**src/rtl/button_conditioner_pkg.sv**
```systemverilog
// Shared types and helpers for the button conditioning front end.
package button_conditioner_pkg;

    typedef enum logic [1:0] {
        HOLD = 2'd0,
        RUN  = 2'd1,
        BTN  = 2'd2
    } state_t;

    // Bits needed to hold values 0..max_value, never less than one bit.
    function automatic int count_width(input int max_value);
        return (max_value < 1) ? 1 : $clog2(max_value + 1);
    endfunction

endpackage

```
**src/rtl/debouncer.sv**
```systemverilog
// One-bit synchronizer and debouncer with registered press/release pulses.
module debouncer
    import button_conditioner_pkg::*;
#(
    parameter int DEBOUNCE_CYCLES = 120_000
) (
    input  logic clk,
    input  logic rst,
    input  logic button_raw,
    output logic button_clean,
    output logic pressed,
    output logic released
);

    localparam int              CNT_W    = count_width(DEBOUNCE_CYCLES);
    localparam logic [CNT_W-1:0] CNT_LAST = CNT_W'(DEBOUNCE_CYCLES - 1);

    logic             sync_meta;
    logic             sync;
    logic [CNT_W-1:0] cnt;

    // NOTE: every flop here uses <= so all of them sample the pre-edge values together.
    always_ff @(posedge clk or negedge rst) begin
        if (!rst) begin
            sync_meta    <= 1'b0;
            sync         <= 1'b0;
            cnt          <= '0;
            button_clean <= 1'b0;
            pressed      <= 1'b0;
            released     <= 1'b0;
        end else begin
            sync_meta <= button_raw;
            sync      <= sync_meta;
            pressed   <= 1'b0;
            released  <= 1'b0;
            // Any agreeing sample restarts the run, so short glitches never reach terminal count.
            if (sync == button_clean) begin
                cnt <= '0;
            end else if (cnt == CNT_LAST) begin
                button_clean <= sync;
                cnt          <= '0;
                pressed      <= sync;
                released     <= ~sync;
            end else begin
                cnt <= cnt + CNT_W'(1);
            end
        end
    end

endmodule

```
**src/rtl/button_conditioner.sv**
```systemverilog
// Debounces the board buttons and sequences the core reset from power-up and button 0.
module button_conditioner
    import button_conditioner_pkg::*;
#(
    parameter int N_BUTTONS         = 2,
    parameter int DEBOUNCE_CYCLES   = 120_000,
    parameter int RESET_HOLD_CYCLES = 16
) (
    input  logic                 clk,
    input  logic                 rst,
    input  logic [N_BUTTONS-1:0] buttons_raw,
    output logic [N_BUTTONS-1:0] buttons_clean,
    output logic [N_BUTTONS-1:0] pressed,
    output logic [N_BUTTONS-1:0] released,
    output logic                 core_rst
);

    localparam int               HOLD_W    = count_width(RESET_HOLD_CYCLES - 1);
    localparam logic [HOLD_W-1:0] HOLD_LAST = HOLD_W'(RESET_HOLD_CYCLES - 1);

    state_t             state;
    state_t             state_next;
    logic [HOLD_W-1:0]  hold_cnt;
    logic [HOLD_W-1:0]  hold_cnt_next;
    logic               core_rst_next;

    for (genvar i = 0; i < N_BUTTONS; i++) begin : g_btn
        debouncer #(
            .DEBOUNCE_CYCLES(DEBOUNCE_CYCLES)
        ) u_debouncer (
            .clk         (clk),
            .rst         (rst),
            .button_raw  (buttons_raw[i]),
            .button_clean(buttons_clean[i]),
            .pressed     (pressed[i]),
            .released    (released[i])
        );
    end

    always_ff @(posedge clk or negedge rst) begin
        if (!rst) begin
            state    <= HOLD;
            hold_cnt <= '0;
            core_rst <= 1'b1;
        end else begin
            state    <= state_next;
            hold_cnt <= hold_cnt_next;
            core_rst <= core_rst_next;
        end
    end

    // NOTE: default assignment first so no path through the case infers a latch.
    always_comb begin
        state_next = state;
        case (state)
            HOLD: begin
                // A held button outranks the hold timer expiring in the same cycle.
                if (buttons_clean[0])           state_next = BTN;
                else if (hold_cnt == HOLD_LAST) state_next = RUN;
            end
            RUN:     if (buttons_clean[0])  state_next = BTN;
            BTN:     if (!buttons_clean[0]) state_next = HOLD;
            default: state_next = HOLD;
        endcase
    end

    // Registered decode of the next state keeps core_rst aligned with state.
    always_comb begin
        hold_cnt_next = '0;
        if (state == HOLD && state_next == HOLD) hold_cnt_next = hold_cnt + HOLD_W'(1);
        core_rst_next = (state_next != RUN);
    end

endmodule

```
**config.mk**
```make
export PLATFORM = sky130hd
export DESIGN_NAME = button_conditioner
export DESIGN_NICKNAME = d
export VERILOG_FILES = /design/src/rtl/button_conditioner_pkg.sv /design/src/rtl/debouncer.sv /design/src/rtl/button_conditioner.sv
export SDC_FILE = /design/constraint.sdc
export NUM_CORES = 1
export LEC_CHECK = 0
export ABC_CLOCK_PERIOD_IN_PS = 4100
export BUFFER_PORTS_ARGS = -buffer_cell sky130_fd_sc_hd__buf_2
export CAP_MARGIN = 20
export CORE_MARGIN = 2
export CORE_UTILIZATION = 45
export DETAILED_ROUTE_END_ITERATION = 10
export SETUP_SLACK_MARGIN = 0.2
export SYNTH_ARGS = -nofsm -noshare
export SYNTH_HDL_FRONTEND = slang
export SYNTH_SLANG_ARGS = --single-unit
```
**constraint.sdc**
```tcl
create_clock -name clk -period 4.1 [get_ports clk]
set_input_delay 0.82 -clock clk [delete_from_list [all_inputs] [get_ports clk]]
set_output_delay 0.82 -clock clk [all_outputs]
set_load 0.02 [all_outputs]
```
==> results of run 1 <==
cell usage in the layout (no fill, tap or decap), drive strengths merged, types with 2 or more instances in the layout:
master and n:
dfrtp 50, nor2 41, xnor2 24, nand3 14, nand4 13, nor4 11
buf 11, xor2 10, nand2 7, nor3 7, inv 6, nor3b 5
clkbuf 5, ha 3, and4 2, and3 2, clkinv 2, mux2 2
critical path, cell delays in order (launching register included):
cell and delay, ps:
dfrtp_1 410, ha_1 230, and4_1 250, nand3_1 120, o21ai_2 560, nor2_1 110
layout make-up:
class	instances	area, um^2
Inverter	6	22.5
Timing Repair Buffer	11	70.1
Clock buffer	5	68.8
Tap cell	70	87.6
Fill cell	470	2540
Clock inverter	3	25.0
Multi-Input combinational cell	150	953
Sequential cell	51	1280
registers in the layout, summed over array words and instances (netlist names):
register                        cells
g_btn.u_debouncer.sync_meta         2
core_rst                            1
g_btn.u_debouncer.released          2
state                               2
g_btn.u_debouncer.cnt              34
hold_cnt                            4
g_btn.u_debouncer.sync              2
g_btn.u_debouncer.button_clean      2
g_btn.u_debouncer.pressed           2
cell families after synthesis:
kind of cell,Yosys count,share of synthesized area (%)
multiplexers,2,1.13
AO/OA/AOI/OAI,4,1.35
flip-flops,51,55.0
adder cells (fa/ha/maj),3,1.62
XOR/XNOR,34,12.8
buffers and inverters,16,3.88
AND/OR/NAND/NOR,107,24.2
where the power goes:
part	switching [mW]	total (mW)	internal (mW)
Clock	0.167	0.289	0.122
Combinational	0.0211	0.0304	0.00935
Sequential	0.00801	0.517	0.509
Total	0.196	0.837	0.641
per-stage QoR:
stage                     instances  setup slack, ps  instance area, um^2
after floorplan                 217             2470                 2320
after global placement          287             2300                 2390
after detailed placement        287             2270                 2390
after CTS                       295             2270                 2480
after global routing            296             2090                 2500
final                           296             2280                 2500
layer usage:
metal / global-route usage (%) / wire [um] / vias to the layer above
met5: 0 / 0 / -
met4: 4.09 / 56 / 0
met3: 5.16 / 103 / 8
met2: 22.6 / 1620 / 13
met1: 18.5 / 1750 / 699
li1: - / - / 755
worst max path at each step:
stage / cells after the start / endpoint / startpoint
floorplan: 5 / g_btn[1].u_debouncer.button_clean$_DFFE_PN0P_ / g_btn[1].u_debouncer.cnt[0]$_DFF_PN0_
global placement: 1 / g_btn[0].u_debouncer.button_clean$_DFFE_PN0P_ / rst
detailed placement: 5 / g_btn[1].u_debouncer.cnt[13]$_DFF_PN0_ / g_btn[1].u_debouncer.cnt[0]$_DFF_PN0_
CTS: 5 / g_btn[1].u_debouncer.cnt[6]$_DFF_PN0_ / g_btn[1].u_debouncer.cnt[0]$_DFF_PN0_
global route: 5 / g_btn[1].u_debouncer.cnt[6]$_DFF_PN0_ / g_btn[1].u_debouncer.cnt[0]$_DFF_PN0_
finish: 5 / g_btn[1].u_debouncer.cnt[6]$_DFF_PN0_ / g_btn[1].u_debouncer.cnt[0]$_DFF_PN0_
==> summary.md, run 1 <==
| Metric | Value |
|---|---|
| Status | finished clean |
| Critical path type | flop to flop |
| DR WL/cell | 11.9 um |
| Min Hold Slack | 355 ps |
| Reg-to-reg slack, setup | 2280 ps |
| Iter 0 DRT Violations | 56 |
| Chip width | 75.8 um |
| Post-synth ARST share | 100% |
| Vias per cell | 4.98 |
| CP Capture Type | flop |
| Largest cells by area after synthesis | dfrtp_1, xnor2_1, nor2_1, xor2_1, nand4_1 |
| Vias | 1475 |
| Largest net degree at the start of global routing | 52 |
| Max cap viols | 0 |
| Drt pass-1 iters | 4 |
| Area leader, netlist | dfrtp_1 |
| WHS Path Cells | 0 |
| RSZ-0062 raised after global routing | false |
| Startpoint Class | flop |
| Max frequency | 549 MHz |
| Sequential share of the synthesized area | 55.0% |
| Syn Nets | 224 |
| Final global-route overflow total | 0 |
| Synth cell count leaders | dfrtp_1, nor2_1, xnor2_1 |
| Skew-Pair Late Insertion Delay | 310 ps |
| Gr usage total | 14.3% |
| Clock Tree Root | clkbuf_8 |
| Die area | 0.00575 mm^2 |
| Overall Power | 0.837 mW |
| Area grow syn2layout | 7.92% |
| Die Ht | 75.8 um |
| CTS tree | done |
| Clk sinks | 51 |
| Initial antenna violation count | 0 |
| Synth Register Bits | 51 |
| Cts hold-fix bufs | 0 |
| Number of port buffers | 10 |
| PD cells | 334 mW/mm^2 |
| Post-synth EDFFs | 0 |
| Count leader, synth | dfrtp_1 |
| Post-synthesis area per instance | 10.7 um^2 |
| Nets | 232 |
| Vias in the first global route | 1395 |
| Worst Hold Class | flop to flop |
| Skew final | 13.0 ps |
| Worst Path Arrival | 1990 ps |
| Residual DRC count | 0 |
| Clock Path Buffers | 2 |
| Fin Setup TNS | 0 ps |
| Max-slew violations | 0 |
| Ys Warns | 0 |
| Post-synth top area share | 53.9% |
| Layout cell share with drive strength beyond 1 | 11.9% |
| Crit-path max FO | 16 |
| Final core occ | 49.7% |
| Synth Cell Area | 0.00232 mm^2 |
| I/O pin cnt | 11 |
| Crit path required time | 4270 ps |
| Post-synth top flop | dfrtp_1 |
| Leak pwr | 1.04 nW |
| Finish-stage setup viols | 0 |
| Reg2Reg Depth | 5 |
| Tmin final | 1820 ps |
| Effective utilization at floorplan | 46.0% |
| Site Rows | 26 |
| CTS clock-pin slew for the worst setup and hold paths | 90 ps |
| ANT nets after route | 0 |
| Final GP Congestion | 0.771 |
| Worst Tran Pin Value | 650 ps |
| First-pass GRT wire length | 6180 um |
| # resized after CTS | 0 |
| CTS Buf Count | 5 |
| Tcrit/Tclk final | 44.4% |
| Post-Syn Instances | 217 |
| Max_slew headroom | 56.7% |
| R2R Path End | g_btn[1].u_debouncer.cnt[6]$_DFF_PN0_ |
| Core area | 0.00504 mm^2 |
| Worst vdd ir | 0.242 mV |
| Final Hold Viols | 0 |
| Routed WL | 3530 um |
| H-tree Lvls | 2 |
| Setup bufs post-CTS | 0 |
| ANT cells | 0 |
| Hold EP | g_btn[0].u_debouncer.sync$_DFF_PN0_ |
| Dpl hpwl | 2400 um |
| R2r startpoint | g_btn[1].u_debouncer.cnt[0]$_DFF_PN0_ |
| Worst Hold Launch | g_btn[0].u_debouncer.sync_meta$_DFF_PN0_ |
| Synth unique cells | 29 |
(Power assumes the default switching activity.)
==> inputs of run 2 (changes only) <==
Settings changed: ABC_CLOCK_PERIOD_IN_PS 4100 to 1600.
Clock period 4.1 ns to 1.6 ns, I/O delays scaled along.
==> run 2 against run 1 <==
  * Design area rose by 14%
  * Clock power rose by 140%
  * Die area did not move
  * Sequential power rose to 2.6 times the previous value
  * Register-to-register slack got worse by 2200 ps
  * Setup slack got worse by 2200 ps
  * Global-route usage rose by 2.3 points
  * Worst hold slack got worse by 230 ps
  * Routed wire length rose by 18%
  * Core utilization rose by 7.1 points
  * Via count rose by 10%
  * Combinational power rose to 4.3 times the previous value
==> summary.md, run 2 (synthesized netlist as in run 1, its figures left out) <==
| Metric | Value |
|---|---|
| Worst Path Arrival | 1740 ps (-250 ps) |
| Critical path type | flop to flop |
| Top flop regs | g_btn.u_debouncer.cnt (34), hold_cnt (4) |
| CTS tree | done |
| CP cell instances | ha_2 -> and4_4 -> nand3_2 -> or2_4 -> mux2_4 |
| Site Rows | 26 (unchanged) |
| Worst Hold Class | input pin to flop |
| Area grow syn2layout | 23.3% |
| Clk sinks | 51 (unchanged) |
| I/O pin cnt | 11 (unchanged) |
| First-pass GRT wire length | 7260 um (+18%) |
| Initial antenna violation count | 0 (unchanged) |
| ANT nets after route | 0 (unchanged) |
| Skew-Pair Late Insertion Delay | 290 ps (-20 ps) |
| Max frequency | 643 MHz (+17%) |
| Vias per cell | 4.99 (+0.15%) |
| Routed WL | 4150 um (+18%) |
| Vias | 1622 (+10%) |
| Leak pwr | 1.19 nW (+15%) |
| RSZ-0062 raised after global routing | true |
| Layout cell share with drive strength beyond 1 | 29.4% (+17 points) |
| Sequential cell area | 0.00128 mm^2 (unchanged) |
| Logic gate share of total power | 6.0% (+2.4 points) |
| Core area | 0.00504 mm^2 (unchanged) |
| Overall Power | 2.15 mW (+160%) |
| PD cells | 752 mW/mm^2 (+130%) |
| Max_slew headroom | 74.2% (+18 points) |
| Die area | 0.00575 mm^2 (unchanged) |
| Crit-path max FO | 4 (-12) |
| Multi-input combinational cell area | 0.00109 mm^2 (+14%) |
| Clock Tree Root | clkbuf_8 |
| Switching Power | 0.489 mW (+150%) |
| Delay-heaviest family, CP | simple AND/OR/NAND/NOR gates |
| Gr usage total | 16.6% (+2.3 points) |
| Worst setup margin | 44.3 ps (-2230 ps) |
| Iter 0 DRT Violations | 89 (+59%) |
| Max cap viols | 0 (unchanged) |
| Most flops, register | g_btn.u_debouncer.cnt |
| Commonest non-fill, non-tap cells in the layout | dfrtp_1, nor2_1, buf_4 |
| Skew final | 3.64 ps (-9.37 ps) |
| Finish-stage setup viols | 0 (unchanged) |
| Chip width | 75.8 um (unchanged) |
| Tmin final | 1560 ps (-265 ps) |
| Residual DRC count | 0 (unchanged) |
| Final global-route overflow total | 0 (unchanged) |
| Effective utilization at floorplan | 46.0% (unchanged) |
| ANT cells | 0 (unchanged) |
| Worst path bufs/invs | 0 (unchanged) |
| CTS clock-pin slew for the worst setup and hold paths | 90 ps (about the same) |
| Crit path required time | 1790 ps (-2480 ps) |
| Final GP Congestion | 0.777 (+0.71%) |
| CTS Buf Count | 5 (unchanged) |
| Largest net degree at the start of global routing | 37 (-29%) |
| Number of port buffers | 10 (unchanged) |
| Reg power frac | 61.4% (-0.4 points) |
| Worst path slowest cell | dfrtp_1 |
| Post-place setup slack | 4.65 ps (-2270 ps) |
| Placement Cell Area | 0.00255 mm^2 (+6.8%) |
| Cell area after layout | 0.00286 mm^2 (+14%) |
| CP Capture Type | flop |
| Clock Path Buffers | 2 (unchanged) |
| Status | finished clean |
| Sw frac | 22.7% (-0.71 points) |
| Int Pwr | 1.66 mW (+160%) |
| Fin Setup TNS | 0 ps (unchanged) |
| Commonest non-fill, non-tap cell in the layout | dfrtp_1 |
| Die Ht | 75.8 um (unchanged) |
| Min Hold Slack | 125 ps (-230 ps) |
| Vias in the first global route | 1673 (+20%) |
| Crit-path max cell delay | 370 ps (-190 ps) |
| Max reg flops | 34 (unchanged) |
| Final Hold Viols | 0 (unchanged) |
| H-tree Lvls | 2 (unchanged) |
| Drt pass-1 iters | 4 (unchanged) |
| Startpoint Class | flop |
| Reg-to-reg slack, setup | 40 ps (-2230 ps) |
| DR WL/cell | 12.8 um (+7.0%) |
| Filler cells | 445 (-5.3%) |
| Worst Tran Pin Value | 386 ps (-264 ps) |
| Nets | 262 (+13%) |
| Dpl hpwl | 2800 um (+17%) |
| Tcrit/Tclk final | 97.2% (+53 points) |
| Power share of the clock group | 32.6% (-1.9 points) |
| Worst vdd ir | 0.463 mV (+92%) |
| Max-slew violations | 0 (unchanged) |
==> run 2: through the flow <==
| stage | util [%] | std cells |
|---|---|---|
| after detailed placement | 50.6 | 304 |
| after CTS | 55.1 | 322 |
| after floorplan | - | 217 |
| final | 56.7 | 325 |
| after global routing | 56.7 | 325 |
| after global placement | 50.6 | 304 |
==> run 2: layout make-up <==
| type | count | share of cell area [%] |
|---|---|---|
| Sequential cell | 51 | 44.6 |
| Inverter | 6 | 0.787 |
| Timing Repair Buffer | 41 | 10.7 |
| Clock inverter | 2 | 0.481 |
| Clock buffer | 5 | 2.40 |
| Multi-Input combinational cell | 150 | 38.0 |
| Tap cell | 70 | 3.06 |
==> run 2: path summary, 6_finish.rpt <==
check | from | end | cells after the start
worst max-delay path | g_btn[1].u_debouncer.cnt[1]$_DFF_PN0_ | g_btn[1].u_debouncer.button_clean$_DFFE_PN0P_ | 5
worst min-delay path | buttons_raw[0] | g_btn[0].u_debouncer.sync_meta$_DFF_PN0_ | 1
worst max register to register | g_btn[1].u_debouncer.cnt[1]$_DFF_PN0_ | g_btn[1].u_debouncer.button_clean$_DFFE_PN0P_ | 5
worst min register to register | g_btn[1].u_debouncer.sync_meta$_DFF_PN0_ | g_btn[1].u_debouncer.sync$_DFF_PN0_ | 0
max in group asynchronous | rst | g_btn[0].u_debouncer.cnt[0]$_DFF_PN0_ | 3
min in group asynchronous | rst | hold_cnt[2]$_DFF_PN0_ | 2
==> run 2: metal layers <==
layer	routed length, um	GRT usage, %	up-vias
li1	-	-	812
met1	1910	20.1	794
met2	2100	29.4	12
met3	95	3.84	4
met4	36	4.87	0
met5	0	0	-
==> run 2: timing repair <==
item | 4_1_cts | 5_1_grt
gates resized for setup | 12 | 10
setup buffers | 10 | 3
pin swaps | 10 | 4
endpoints found under the hold margin | 14 | 0
setup endpoints to repair | 23 | 39
hold buffers | 1 | 0
==> run 2: worst register-to-register path: stages, from the launching register on <==
cell     delay, ps
dfrtp_1        370
ha_2           200
and4_4         240
nand3_2         90
or2_4          270
mux2_4         290
==> run 2: power by group through the flow <==
stage | logic, mW | clock network, mW | registers (mW)
2_1_floorplan | 0.0513 | 0 | 1.35
3_3_place_gp | 0.117 | 0 | 1.35
3_5_place_dp | 0.115 | 0 | 1.35
4_1_cts | 0.126 | 0.732 | 1.32
5_1_grt | 0.147 | 0.785 | 1.32
6_report | 0.130 | 0.701 | 1.32
